<file path="src/rtl/demux_fifo_pkg.sv">
// Shared constants for the demux_fifo block: channel count, selector width
// and the per-channel occupancy encodings.
`ifndef DEMUX_FIFO_PKG_SV
`define DEMUX_FIFO_PKG_SV
package demux_fifo_pkg;

  localparam int NUM_CANALES = 4;
  localparam int SEL_BITS    = 2;

  typedef logic [1:0] estado_t;

  localparam estado_t VACIO = 2'd0;
  localparam estado_t UNO   = 2'd1;
  localparam estado_t LLENO = 2'd2;

  function automatic logic [NUM_CANALES-1:0] decode_sel(input logic [SEL_BITS-1:0] sel);
    logic [NUM_CANALES-1:0] onehot;
    onehot = '0;
    onehot[sel] = 1'b1;
    return onehot;
  endfunction

endpackage
`endif

</file>
<file path="src/rtl/demux_fifo_fifo2.sv">
// Two-entry first-word-fall-through buffer; head is always the oldest word.
// Supports write and read in the same cycle, also when full.
//
// state | meaning
// VACIO | no words held, dout forced to 0
// UNO   | head valid
// LLENO | head and tail valid
module fifo2
  import demux_fifo_pkg::*;
#(
  parameter int DATA_BITS = 4
) (
  input  logic                 clk,
  input  logic                 reset_L,
  input  logic                 wr,
  input  logic [DATA_BITS-1:0] din,
  input  logic                 rd,
  output logic [DATA_BITS-1:0] dout,
  output logic                 vacio,
  output logic                 lleno
);

  estado_t              state_q, state_d;
  logic [DATA_BITS-1:0] head_q, head_d;
  logic [DATA_BITS-1:0] tail_q, tail_d;

  always_comb begin
    state_d = state_q;
    head_d  = head_q;
    tail_d  = tail_q;
    case (state_q)
      VACIO: begin
        if (wr) begin
          state_d = UNO;
          head_d  = din;
        end
      end
      UNO: begin
        case ({wr, rd})
          2'b10: begin
            state_d = LLENO;
            tail_d  = din;
          end
          2'b01: state_d = VACIO;
          2'b11: head_d  = din;
          default: ;
        endcase
      end
      LLENO: begin
        // A write without a read is blocked upstream by listo.
        if (rd) begin
          head_d = tail_q;
          if (wr) tail_d = din;
          else    state_d = UNO;
        end
      end
      default: state_d = VACIO;
    endcase
  end

  always_ff @(posedge clk or negedge reset_L) begin
    if (!reset_L) begin
      state_q <= VACIO;
      head_q  <= '0;
      tail_q  <= '0;
    end else begin
      state_q <= state_d;
      head_q  <= head_d;
      tail_q  <= tail_d;
    end
  end

  assign vacio = (state_q == VACIO);
  assign lleno = (state_q == LLENO);
  assign dout  = vacio ? '0 : head_q;

endmodule

</file>
<file path="src/rtl/demux_fifo.sv">
// Four-way demultiplexer: routes each accepted word to the channel on
// selector, each channel buffered by its own fifo2.
module demux_fifo
  import demux_fifo_pkg::*;
#(
  parameter int DATA_BITS = 4
) (
  input  logic                   clk,
  input  logic                   reset_L,
  input  logic                   enb,
  input  logic [DATA_BITS-1:0]   entrada,
  input  logic [SEL_BITS-1:0]    selector,
  input  logic                   valid_in,
  output logic                   listo,
  output logic [DATA_BITS-1:0]   salida0,
  output logic [DATA_BITS-1:0]   salida1,
  output logic [DATA_BITS-1:0]   salida2,
  output logic [DATA_BITS-1:0]   salida3,
  output logic [NUM_CANALES-1:0] valid_out,
  input  logic [NUM_CANALES-1:0] pop
);

  logic [NUM_CANALES-1:0] vacio_w;
  logic [NUM_CANALES-1:0] lleno_w;
  logic [NUM_CANALES-1:0] wr_w;
  logic [DATA_BITS-1:0]   salida_w [NUM_CANALES];
  logic                   acc;

  // Pass-through ready: a full channel accepts when its head leaves this cycle.
  assign listo = reset_L && enb && (!lleno_w[selector] || pop[selector]);
  assign acc   = valid_in && listo;
  assign wr_w  = acc ? decode_sel(selector) : '0;

  for (genvar n = 0; n < NUM_CANALES; n++) begin : g_canal
    fifo2 #(.DATA_BITS(DATA_BITS)) u_fifo2 (
      .clk     (clk),
      .reset_L (reset_L),
      .wr      (wr_w[n]),
      .din     (entrada),
      .rd      (pop[n]),
      .dout    (salida_w[n]),
      .vacio   (vacio_w[n]),
      .lleno   (lleno_w[n])
    );
  end

  assign valid_out = ~vacio_w;
  assign salida0   = salida_w[0];
  assign salida1   = salida_w[1];
  assign salida2   = salida_w[2];
  assign salida3   = salida_w[3];

endmodule

</file>
<file path="config.mk">
export PLATFORM = sky130hd
export DESIGN_NAME = demux_fifo
export DESIGN_NICKNAME = d
export VERILOG_FILES = /design/src/rtl/demux_fifo_pkg.sv /design/src/rtl/demux_fifo_fifo2.sv /design/src/rtl/demux_fifo.sv
export SDC_FILE = /design/constraint.sdc
export NUM_CORES = 1
export LEC_CHECK = 0
export CAP_MARGIN = 10
export CELL_PAD_IN_SITES_DETAIL_PLACEMENT = 0
export CELL_PAD_IN_SITES_GLOBAL_PLACEMENT = 1
export CORE_MARGIN = 4
export CORE_UTILIZATION = 44
export DETAILED_ROUTE_END_ITERATION = 8
export PLACE_DENSITY_LB_ADDON = 0.1
export SYNTH_ARGS = -nofsm -noshare
export SYNTH_HDL_FRONTEND = slang
export SYNTH_HIERARCHICAL = 1
export SYNTH_SLANG_ARGS = --single-unit
</file>
<file path="constraint.sdc">
create_clock -name clk -period 6.5 [get_ports clk]
set_clock_uncertainty 0.1 [all_clocks]
set_input_delay 1.95 -clock clk [delete_from_list [all_inputs] [get_ports clk]]
set_output_delay 1.95 -clock clk [all_outputs]
set_load 0.05 [all_outputs]
</file>
==> impl_metrics.ini <==
[status]
status = finished, final reports clean

[power_and_ir_drop]
clkPwrFrac = 0.323
switching_power_w = 0.000153
total_power_w = 0.000621
comb_power_share = 0.195
p_sw_frac = 0.247
p_per_area_nw_per_um2 = 213
ir_drop_uv = 131
seqPwrFrac = 0.482
p_int_w = 0.000467
leakage_nw = 1.27

[clock_tree]
clockBufferDepth = 2
htreeDepth = 2
cts_setup_buffers = 0
clock_latency_ps = 290
cts_resized = 0
numClockSinks = 40
root_buffer = clkbuf_8
cts_made_buffers = 5
clk_pin_slew_worst_paths_ps = 70
ctsHoldBuffers = 0
cts_tree = yes

[setup_path]
critPathMaxStageDelay_ps = 870
arrival_ps = 4060
path_delay_family = buffers and inverters
startpoint_type = primary input
path_common_cell = clkdlybuf4s50_1
cp_cell_sequence = clkdlybuf4s50_1 -> nor2b_1 -> and3_1 -> a2111oi_2 -> clkdlybuf4s50_1
cp-end-kind = output port
reg2reg_depth = 6
cp_data_required_time_ps = 4450
reg2reg_from = g_canal[1].u_fifo2/state_q[1]$_DFFE_PN0P_
critPathSlowestCell = clkdlybuf4s50_1
criticalPathCategory = primary input to output port
worstPathMaxFanout = 6
r2r_end = g_canal[1].u_fifo2/head_q[1]$_DFFE_PN0P_
rrSetupSlack_ps = 4060
path_buf_inv = 2

[global_routing]
track_usage = 0.150
grt_max_degree = 42
antenna_found_initial = 0
grt_pass1_vias = 1540
grt_pass1_wl_um = 7590
globalRoute.totalOverflow = 0

[route]
antenna_left = 0
viasPerCell = 5.06
drt_wl_total_um = 4590
drcViolationCount = 0
drt_iter0_drc = 37
dr.pass1.iters = 4
avgRoutedWirePerCell_um = 15.5
vias = 1497

[layout]
nets = 239
area_growth_syn_to_layout_pct = 20.8
drive_gt1_frac = 0.372
num_antenna_cells = 0

[timing]
period_share = 0.940
fin_crit_ps = 6110
max_slew_margin = 0.445
worst_pin_slew_ps = 830
rsz0062_at_grt = false
slew_viol_final = 0
max_clock_freq_mhz = 164
hold_viol_final = 0
whs_ps = 404
tns_ps = 0
setup_viol = 0

[yosys]
netlist_area_um2 = 2410
syn_inst = 186
syn_nets = 200
ys_types = 27
synth-seq-cells = 40
synth.yosys.warnings = 6
ys_seq_area_frac = 0.416
syn_area_per_cell_um2 = 12.9

[placed_design]
io_buffers = 34
gp_congestion = 0.752
place_hpwl_um = 3450

[worst_hold_path]
min-delay-start = g_canal[2].u_fifo2/head_q[3]$_DFFE_PN0P_
whs_endpoint = g_canal[2].u_fifo2/head_q[3]$_DFFE_PN0P_
min_path_cells = 1
hp-class = flop to flop

[floorplanning]
initial_core_util = 0.463
die_w_um = 82.0
die_area_um2 = 6720
core-area_um2 = 5200
chipHeight_um = 82.0
rows = 26
ioPinCount = 35

[flow_run]
max-cap-violations = 0
layout by cell type, fill, tap and decap left out, types with 2 or more instances in the layout:
cell type,count
inv_1,10
o21ai_0,9
nor3b_2,4
xnor2_1,4
mux2_2,16
nor3_1,2
o21ai_4,4
nor2b_1,19
clkbuf_8,5
and2b_1,4
nand2_1,2
nor2b_4,4
o22ai_1,4
nand3b_1,5
buf_4,2
and3b_2,4
o21ai_2,4
dfrtp_1,40
nor2_1,4
mux2_4,32
clkdlybuf4s50_1,33
nand2b_2,4
cells in the mapped netlist, drive strengths merged:
cell     number  share of area
dfrtp        40           0.42
a21oi         1         0.0036
nand2b        4          0.015
inv          10          0.016
and3          1         0.0026
nor3b         5          0.024
nand3b        5          0.016
nand2         2         0.0031
o21ai        17          0.060
buf           4          0.019
or3b          1         0.0036
and2b         4          0.012
nor2          4         0.0062
nand3         1         0.0021
a2111oi       2         0.0099
xnor2         4          0.015
mux2         48           0.27
nor2b        23          0.072
o22ai         4          0.010
and3b         4          0.017
nor3          2         0.0042
layer usage:
metal,up-vias,GRT usage,part of all wire
met3,2,0.0329,0.041
met1,739,0.190,0.44
met5,-,0,0
met2,29,0.260,0.52
li1,727,-,-
met4,0,0.0349,0.0044
final cells by class:
cell class	instances	area, um^2
Tap cell	70	87.6
Clock inverter	2	35.0
Clock buffer	6	72.6
Sequential cell	40	1000
Inverter	10	37.5
Multi-Input combinational cell	132	1330
Timing Repair Buffer	36	350
Fill cell	436	2300
sequential cells by signal, indices dropped and copies added, names as in the netlist:
| signal | cells |
|---|---|
| g_canal.u_fifo2/tail_q | 16 |
| g_canal.u_fifo2/head_q | 16 |
| g_canal.u_fifo2/state_q | 8 |
through the flow:
step                      utilization  cells  setup WS [ps]  instance area, um^2
after global placement          0.538    288            403                 2800
after global routing            0.559    296            314                 2910
after detailed placement        0.538    288            379                 2800
after floorplan                     -    186           1170                 2410
after CTS                       0.559    296            379                 2910
final                           0.559    296            389                 2910
power groups by stage:
stage,Sequential [W],Combinational [W],Clock [W]
after floorplan,0.000298,0.0000871,0
after global placement,0.000302,0.000119,0
after detailed placement,0.000305,0.000123,0
after CTS,0.000300,0.000123,0.000205
after global routing,0.000304,0.000130,0.000218
final,0.000299,0.000121,0.000200
worst max-delay path by stage:
stage	from	cells after the start	to	slack, ps
after floorplan	pop[3]	3	listo	1170
after global placement	pop[3]	5	listo	400
after detailed placement	pop[3]	5	listo	380
after CTS	pop[3]	5	listo	380
after global routing	pop[3]	5	listo	310
final	pop[3]	5	listo	390
logic make-up (layout without fill, tap and decap cells):
logic type | count (synthesis) | after routing | synth area share
AOI/OAI and AO/OA | 24 | 24 | 0.0841
and+or+nand+nor | 56 | 56 | 0.177
xor gates and xnor gates | 4 | 4 | 0.0145
DFF | 40 | 40 | 0.416
buffers and inverters | 14 | 54 | 0.0343
muxes | 48 | 48 | 0.274
(Power assumes the default switching activity.)
